`src/rtl/ps_one.sv`:
```
// PlayStation 1 digital pad poller: clocks a 5-byte poll frame over the pad bus and forwards the button word on a UART line.
// Latency: first frame starts 4 cycles after a start key press, then one frame every CLK_HZ/POLL_HZ cycles; UART begins 1 cycle after a valid frame ends.
// No backpressure: a frame waits for the pad ACK (with timeout), and a frame's UART send is dropped, never queued, if the transmitter is still busy.
module ps_one #(
    parameter int CLK_HZ  = 50_000_000,
    parameter int SPI_HZ  = 250_000,
    parameter int BAUD    = 115_200,
    parameter int POLL_HZ = 60,
    parameter int ACK_TO  = 5_000
) (
    input  logic iCLK,
    input  logic iRESET,
    input  logic iKEY_ST,
    output logic oCS,
    output logic oCLK,
    output logic oMOSI,
    input  logic iMISO,
    input  logic iACK,
    input  logic iRX,
    output logic oTX
);

    localparam logic [31:0] H_CYC  = 32'(CLK_HZ / (2 * SPI_HZ));
    localparam logic [31:0] B_CYC  = 32'(CLK_HZ / BAUD);
    localparam logic [31:0] P_CYC  = 32'(CLK_HZ / POLL_HZ);
    localparam logic [31:0] TO_CYC = 32'(ACK_TO);

    typedef enum logic [2:0] {F_IDLE, F_SETUP, F_BYTE, F_ACKWAIT, F_GAP, F_END} fstate_t;
    typedef enum logic {T_IDLE, T_BUSY} tstate_t;

    // The UART receive line is reserved; it is deliberately left unconnected.
    logic rx_unused;
    assign rx_unused = iRX;

    // Input synchronizers; the key chain has a third stage for edge detection.
    logic [2:0] key_sy;
    logic [1:0] miso_sy;
    logic [1:0] ack_sy;
    logic       key_rise;
    logic       miso_s;
    logic       ack_s;

    // Two-flop synchronizers for the asynchronous key and pad inputs.
    always_ff @(posedge iCLK or negedge iRESET) begin
        if (!iRESET) begin
            key_sy  <= 3'b000;
            miso_sy <= 2'b11;
            ack_sy  <= 2'b11;
        end else begin
            key_sy  <= {key_sy[1:0], iKEY_ST};
            miso_sy <= {miso_sy[0], iMISO};
            ack_sy  <= {ack_sy[0], iACK};
        end
    end

    assign key_rise = key_sy[1] & ~key_sy[2];
    assign miso_s   = miso_sy[1];
    assign ack_s    = ack_sy[1];

    // Run state and poll timer.
    logic        run;
    logic        due;
    logic [31:0] poll_cnt;
    logic        frame_start;

    fstate_t     fst;
    logic [31:0] fcnt;
    logic [2:0]  bit_idx;
    logic [2:0]  byte_idx;
    logic [7:0]  rx_sh;
    logic [7:0]  r1;
    logic [7:0]  r2;
    logic [7:0]  r3;
    logic [15:0] buttons;
    logic        tx_go;
    logic        tx_idle;
    logic [7:0]  cmd_cur;

    assign frame_start = (fst == F_IDLE) && run && due;

    // Key toggles run; starting arms an immediate frame, then the timer re-arms every poll period.
    always_ff @(posedge iCLK or negedge iRESET) begin
        if (!iRESET) begin
            run      <= 1'b0;
            due      <= 1'b0;
            poll_cnt <= 32'd0;
        end else if (key_rise) begin
            run      <= ~run;
            due      <= ~run;
            poll_cnt <= 32'd0;
        end else if (run) begin
            if (frame_start) begin
                due <= 1'b0;
            end
            if (poll_cnt == P_CYC - 32'd1) begin
                poll_cnt <= 32'd0;
                due      <= 1'b1;
            end else begin
                poll_cnt <= poll_cnt + 32'd1;
            end
        end
    end

    // Command byte for the byte currently being shifted out.
    always_comb begin
        cmd_cur = 8'h00;
        case (byte_idx)
            3'd0:    cmd_cur = 8'h01;
            3'd1:    cmd_cur = 8'h42;
            default: cmd_cur = 8'h00;
        endcase
    end

    // Frame sequencer: drives CS/CLK/MOSI, shifts in MISO, validates the reply.
    always_ff @(posedge iCLK or negedge iRESET) begin
        if (!iRESET) begin
            fst      <= F_IDLE;
            oCS      <= 1'b1;
            oCLK     <= 1'b1;
            oMOSI    <= 1'b1;
            fcnt     <= 32'd0;
            bit_idx  <= 3'd0;
            byte_idx <= 3'd0;
            rx_sh    <= 8'h00;
            r1       <= 8'h00;
            r2       <= 8'h00;
            r3       <= 8'h00;
            buttons  <= 16'hFFFF;
            tx_go    <= 1'b0;
        end else begin
            tx_go <= 1'b0;
            case (fst)
                F_IDLE: begin
                    if (frame_start) begin
                        fst      <= F_SETUP;
                        oCS      <= 1'b0;
                        fcnt     <= 32'd0;
                        byte_idx <= 3'd0;
                        bit_idx  <= 3'd0;
                    end
                end
                F_SETUP, F_GAP: begin
                    if (fcnt == H_CYC - 32'd1) begin
                        fst     <= F_BYTE;
                        fcnt    <= 32'd0;
                        bit_idx <= 3'd0;
                        oCLK    <= 1'b0;
                        oMOSI   <= cmd_cur[0];
                    end else begin
                        fcnt <= fcnt + 32'd1;
                    end
                end
                F_BYTE: begin
                    if (fcnt != H_CYC - 32'd1) begin
                        fcnt <= fcnt + 32'd1;
                    end else begin
                        fcnt <= 32'd0;
                        if (!oCLK) begin
                            // Rising pad clock: capture the pad's bit, LSB first.
                            oCLK  <= 1'b1;
                            rx_sh <= {miso_s, rx_sh[7:1]};
                        end else if (bit_idx != 3'd7) begin
                            bit_idx <= bit_idx + 3'd1;
                            oCLK    <= 1'b0;
                            oMOSI   <= cmd_cur[bit_idx + 3'd1];
                        end else begin
                            oMOSI <= 1'b1;
                            case (byte_idx)
                                3'd1:    r1 <= rx_sh;
                                3'd2:    r2 <= rx_sh;
                                3'd3:    r3 <= rx_sh;
                                default: ;
                            endcase
                            if (byte_idx == 3'd4) begin
                                fst <= F_END;
                            end else begin
                                byte_idx <= byte_idx + 3'd1;
                                fst      <= F_ACKWAIT;
                            end
                        end
                    end
                end
                F_ACKWAIT: begin
                    if (!ack_s) begin
                        fst  <= F_GAP;
                        fcnt <= 32'd0;
                    end else if (fcnt == TO_CYC - 32'd1) begin
                        // Pad went silent: drop the frame without touching the UART.
                        fst  <= F_IDLE;
                        oCS  <= 1'b1;
                        fcnt <= 32'd0;
                    end else begin
                        fcnt <= fcnt + 32'd1;
                    end
                end
                F_END: begin
                    if (fcnt == H_CYC - 32'd1) begin
                        fst  <= F_IDLE;
                        oCS  <= 1'b1;
                        fcnt <= 32'd0;
                        // rx_sh still holds the last byte (r4).
                        if (r1 == 8'h41 && r2 == 8'h5A) begin
                            buttons <= {rx_sh, r3};
                            tx_go   <= tx_idle;
                        end
                    end else begin
                        fcnt <= fcnt + 32'd1;
                    end
                end
                default: fst <= F_IDLE;
            endcase
        end
    end

    // UART transmitter state.
    tstate_t     tst;
    logic [31:0] tcnt;
    logic [3:0]  tbit;
    logic [1:0]  tbyte;
    logic [9:0]  tsh;
    logic [15:0] tdat;

    assign tx_idle = (tst == T_IDLE);

    // 8N1 sender for the 3-byte report 0xA5, buttons[7:0], buttons[15:8].
    always_ff @(posedge iCLK or negedge iRESET) begin
        if (!iRESET) begin
            tst   <= T_IDLE;
            oTX   <= 1'b1;
            tcnt  <= 32'd0;
            tbit  <= 4'd0;
            tbyte <= 2'd0;
            tsh   <= 10'h3FF;
            tdat  <= 16'hFFFF;
        end else begin
            case (tst)
                T_IDLE: begin
                    if (tx_go) begin
                        tst   <= T_BUSY;
                        tsh   <= {1'b1, 8'hA5, 1'b0};
                        tdat  <= buttons;
                        oTX   <= 1'b0;
                        tcnt  <= 32'd0;
                        tbit  <= 4'd0;
                        tbyte <= 2'd0;
                    end
                end
                T_BUSY: begin
                    if (tcnt != B_CYC - 32'd1) begin
                        tcnt <= tcnt + 32'd1;
                    end else begin
                        tcnt <= 32'd0;
                        if (tbit == 4'd9) begin
                            if (tbyte == 2'd2) begin
                                tst <= T_IDLE;
                                oTX <= 1'b1;
                            end else begin
                                tbyte <= tbyte + 2'd1;
                                tbit  <= 4'd0;
                                oTX   <= 1'b0;
                                tsh   <= {1'b1, (tbyte == 2'd0) ? tdat[7:0] : tdat[15:8], 1'b0};
                            end
                        end else begin
                            tbit <= tbit + 4'd1;
                            tsh  <= {1'b1, tsh[9:1]};
                            oTX  <= tsh[1];
                        end
                    end
                end
                default: tst <= T_IDLE;
            endcase
        end
    end

endmodule

```
`config.mk`:
```
export PLATFORM = sky130hd
export DESIGN_NAME = ps_one
export DESIGN_NICKNAME = d
export VERILOG_FILES = /design/src/rtl/ps_one.sv
export SDC_FILE = /design/constraint.sdc
export NUM_CORES = 1
export LEC_CHECK = 0
export CAP_MARGIN = 20
export CORE_UTILIZATION = 44
export DETAILED_ROUTE_END_ITERATION = 6
export PLACE_DENSITY = 0.6
export SKIP_LAST_GASP = 1
export SYNTH_ARGS = -nofsm -noshare
export SYNTH_HDL_FRONTEND = slang
export SYNTH_SLANG_ARGS = --single-unit
```
`constraint.sdc`:
```
create_clock -name iCLK -period 3.3 [get_ports iCLK]
set_input_delay 0.66 -clock iCLK [delete_from_list [all_inputs] [get_ports iCLK]]
set_output_delay 0.66 -clock iCLK [all_outputs]
set_load 0.01 [all_outputs]
```
* Word-level counts from Yosys, hierarchy flattened
Index checks and enable logic that the tools add are counted.
Storage, ports and cells: output and inout bits 4, register bits 200, word-level logic and storage cells 190
Operators by class: $add $sub $neg 7, equality and inequality tests 35, magnitude comparators 1, reductions and logical operators 32, mux-type cells 82, bitwise logic cells 7
Operators by type and width (number):
- $mux W32 | 10
- $pmux W32 S4 | 1
- $add A32 B1 Y32 const B | 3
- $pmux W32 S2 | 1
- $mux W3 | 17
- $mux W10 | 4
- $eq A32 B13 Y1 const B | 1
- $eq A32 B20 Y1 const B | 1
- $eq A32 B7 Y1 const B | 1
- $ne A32 B7 Y1 const B | 1
- $ne A32 B9 Y1 const B | 1
- $mux W1 | 27
- $ne A2 B2 Y1 const B | 13
- $pmux W10 S2 | 1
- $reduce_and A5 Y1 | 4
- $eq A8 B7 Y1 const B | 2
- $mux W4 | 4
- $pmux W3 S5 | 1
- $pmux W7 S2 | 1
- $eq A3 B2 Y1 const B | 4
- $reduce_and A3 Y1 | 4
- $reduce_and A6 Y1 | 2
- $eq A3 B3 Y1 const B | 3
- $ne A3 B3 Y1 const B | 3
- 30 further kinds | 54

* Longest topological paths before layout
Gate-level depths: netlist of the first run.
word-level depth 8, depth in mapped cells 11, depth with buffers taken out 7

* Worst setup path after synthesis of the first run
OpenSTA, ideal clock, no wires.
path type register to register, start point reg fcnt[2], end point reg buttons[10], period minus slack after synthesis 2.531 ns, slack 0.769 ns, arrival 2.449 ns, cell stages (with the launch flop) 9, data required time 3.218 ns, cell sequence dfrtp_1 buf_6 or4_4 nor3_4 nand3_4 or4_4 buf_6 buf_12 mux2_4
On the way: word-level cells in the longest chain between the ends 2
Ends and longest elaborated chain:
- from (decl) | line 67 | logic [31:0] fcnt;
- from (signal assigned) | line 150 | fcnt <= fcnt + 32'd1;
- from (signal assigned) | line 155 | fcnt <= fcnt + 32'd1;
- from (signal assigned) | line 193 | fcnt <= fcnt + 32'd1;
- $eq A32 B7 Y1 | line 197 | if (fcnt == H_CYC - 32'd1) begin
- $reduce_and A3 Y1 (no source line)
- to (signal assigned) | line 203 | buttons <= {rx_sh, r3};
- to (decl) | line 74 | logic [15:0] buttons;
Every way passes these cells. A chain may end at the register's enable or synchronous reset.

* Worst setup path after layout of the first run
start point reg fcnt[0], end point reg buttons[14]
The elaborated chain is that of the path after synthesis.

==> implementation parameters, run 1 <==
Parameter                              Value

Status
  Run status    finished, final reports clean

Floorplan
  Die Height    155 um
  Die outline area    24,100 um2
  Standard-cell row count    55
  I/O pin count    10
  Core region area    22,800 um2
  Starting density of the core    45.3%
  Horiz. Die Dim    155 um

Clock tree
  Number of H-tree branching levels    4
  Max Root-Sink Buffers    2
  Clock-pin transition on the worst setup and hold timing paths    0.09 ns
  CTS tree    done
  Number of hold-repair buffers added at the cts stage    0
  Number of sinks driven by the clock tree    198
  Worst skew pair latency    0.45 ns
  Buffer type at the clock tree root    clkbuf_16
  Setup Buffers After CTS    0
  Number of gates given a new drive strength after cts    0
  Total clock buffers created by CTS    17

Detailed routing
  Violation count after the first detailed-routing iteration    556
  First drt pass iteration count    5
  Remaining antenna violation count    0
  DR vias    7,931
  DRC violations left    0
  Post-detailed-route via-to-cell ratio    between 5 and 6
  Total wire length after detailed routing    ~22,000 um
  Average routed wire per standard cell    16.4 um

Final layout
  Fraction of layout cells with a size suffix above 1    17.9%
  Inserted Diodes    0
  Non-filler instance count after layout    between 1,000 and 1,500
  Most frequent standard cell in the layout excluding fill and tap cells    dfrtp_1
  Total of fill cells in the finished design    2,154
  Post-Route Utilization    50.0%
  Final layout net count    1,051
  Leading cell types in the layout, fill and taps excluded    150 x dfrtp_1, 101 x nand2_1, 58 x mux2_2
  Post-layout instance area    11,400 um2
  Area overhead of the layout relative to synthesis    10.4%

GRT
  Wire length of the first global-routing pass    around 39,000 um
  Antenna violations before repair    0
  Vias in the first global route    between 7,000 and 8,000
  GRT Util Overall    around 20%
  Pin count of the biggest net entering global routing    74
  Total overflow reported by the global router    0

Power
  Largest voltage drop on the vdd net    ~0.34 mV
  Power density normalized to cell area    510 nW/um2
  Leakage power figure    4.69 nW

Yosys
  Async set-or-reset flop fraction in the synthesized netlist    100%
  Synth Instances    1,028
  Number of unique standard cell types used by synthesis    71
  Net count of the mapped netlist    about 1,100
  Sequential cell area fraction in the yosys report    48.5%
  Yosys warning total    0
  Avg Inst Size Synth    10.1 um2
  Summed instance area of the synthesized netlist    10,300 um2
  Flip-flop and latch count after synthesis    198
  Most frequently used flop master after synthesis    dfrtp_1
  Number of enable flip-flop cells after synthesis    0

STA
  Post-route setup TNS    0 ns
  Worst rel slew slack    32.9%
  Top achievable clock speed    between 300 and 400 MHz
  Slew Limit Fails    0
  Final Hold Vio Count    0
  Time the worst path needs with I/O delays and setup    2.81 ns
  Unrepaired setup endpoints after global routing    false
  Slew @ Worst Pin    1.01 ns
  Worst setup skew after layout    0.0165 ns
  PnR worst setup slack    0.494 ns
  Final critical-path share of the clock period    85.0%
  Final count of negative-setup-slack endpoints    0

Setup path
  Source of the worst register-to-register timing path    fcnt[0]
  Critical Path End Type    flop
  Data arrival time of the critical path    ~3.2 ns
  Worst Setup SP    fcnt[0]
  Delay contributed by the slowest stage of the critical path    0.74 ns
  Highest-delay cell along the critical path    or4_4
  CP required    3.67 ns
  Cell-by-cell listing of the critical path    ha_1, nor4b_1, and4_1, nand3_4, or4_4, mux2_4
  Critical Setup Path Class    reg2reg
  Startpoint class of the critical path    flop
  Max FO, Critical Path    16

Hold path
  Path category of the worst min-delay check    in2async

Placement
  Final estimated routing congestion in global placement    0.793
  Input/output buffers    8
  Post-Place Cell Area    10,800 um2
  Post-DP HPWL    14,500 um
  Total placed cells including tap cells    1,323
  Placement Setup Slack    0.540 ns

Flow run
  Max Cap Violations    0
==> layer usage <==
layer / track usage [%] / vias to the layer above / wire length, um
met5: 0 / - / 0
met4: 5.37 / 0 / 249
met3: 3.51 / 24 / 686
met2: 30.8 / 133 / 10200
met1: 28.5 / 3926 / 11100
li1: - / 3848 / -
==> worst max-delay path: cells and delay by family (launching register included) <==
| family | cells | cell delay, ns |
|---|---|---|
| AND/OR/NAND/NOR | 4 | 1.68 |
| adder cells (fa/ha/maj) | 1 | 0.27 |
| multiplexers | 1 | 0.35 |
| flip-flops | 1 | 0.42 |
==> cells in the mapped netlist (3+ instances only) <==
master       n  share of area, %
o211ai_1     8              0.58
nor3_1      36               1.7
nand4_1     41               2.5
nor2b_1      4              0.24
inv_1       31               1.1
a41oi_1      9              0.76
o21a_1       3              0.22
a22o_1       8              0.68
mux2_2      58               6.3
nand3b_1     4              0.29
o221ai_1     3              0.25
nor2_1      55               2.0
buf_6        3              0.33
nand2b_1    10              0.60
o311ai_0     4              0.34
nor4b_1      6              0.51
or3_1       17               1.0
and2_1       8              0.48
o21ai_0     46               2.2
nand3_1     55               2.7
nand2_1    101               3.7
and3_1      18               1.1
dfrtp_1    150                36
and4_1       8              0.68
xor2_1       9              0.76
or4_1       12              0.87
dfstp_2     48                12
xnor2_1     13               1.1
a31o_2       3              0.25
o22ai_1     11              0.67
o31a_1       3              0.25
clkbuf_1    38               1.4
o2111ai_1    5              0.42
mux2i_1     22               2.1
a31oi_1     39               2.4
a21o_1       4              0.29
a21oi_1     35               1.7
buf_2        6              0.29
mux2_4      10               1.5
nor4_1      26               1.6
ha_1        16               1.9
o31ai_1      5              0.36
==> through the flow <==
step | hold WS [ns] | power (mW)
3_3_place_gp | 0.348 | 3.60
2_1_floorplan | 0.331 | 3.28
4_1_cts | 0.231 | 5.88
3_5_place_dp | 0.342 | 3.61
5_1_grt | 0.251 | 6.09
6_report | 0.201 | 5.82
==> cells by family (layout without fill, tap and decap cells) <==
logic type	count (synthesis)	in the layout	synth area share, %
xor+xnor	22	22	1.86
flops	198	198	48.5
compound gates	204	204	12.9
fa+ha+maj	16	16	1.94
mux	90	90	9.90
buf+inv	80	94	3.35
simple gates	418	418	21.6
==> where the power goes <==
part           internal (mW)  switching (mW)
clock network           1.08            1.17
logic                  0.288           0.671
registers               2.50           0.113
==> cell type report <==
type	instances	area (um2)	area share, %
clock buffers	17	425	3.73
clock inverters	15	216	1.90
inverters	31	116	1.02
multi-input cells	750	4980	43.6
flip-flops and latches	198	5010	43.9
well taps	313	392	3.43
repair buffers	31	269	2.36
==> registers in the layout, summed over array words and instances (netlist names), 16 cells and up <==
register / flops
buttons: 16
fcnt: 32
poll_cnt: 32
tcnt: 32
tdat: 16
==> worst paths after layout <==
path                                     end  slack (ns)  cells past startpoint
worst max-delay path             buttons[14]        0.49                      6
worst min-delay path            poll_cnt[22]        0.20                      1
worst max register to register   buttons[14]        0.49                      6
worst min register to register    miso_sy[1]        0.36                      0
max in group asynchronous        buttons[15]        2.20                      2
min in group iCLK                 miso_sy[1]        0.36                      0
(Power assumes the default switching activity.)
==> inputs of run 2 (changes only) <==
CAP_MARGIN = 10   (was 20)
==> results of run 2 <==
Same layout as run 1: the final DEF is identical, and so are final timing and power.
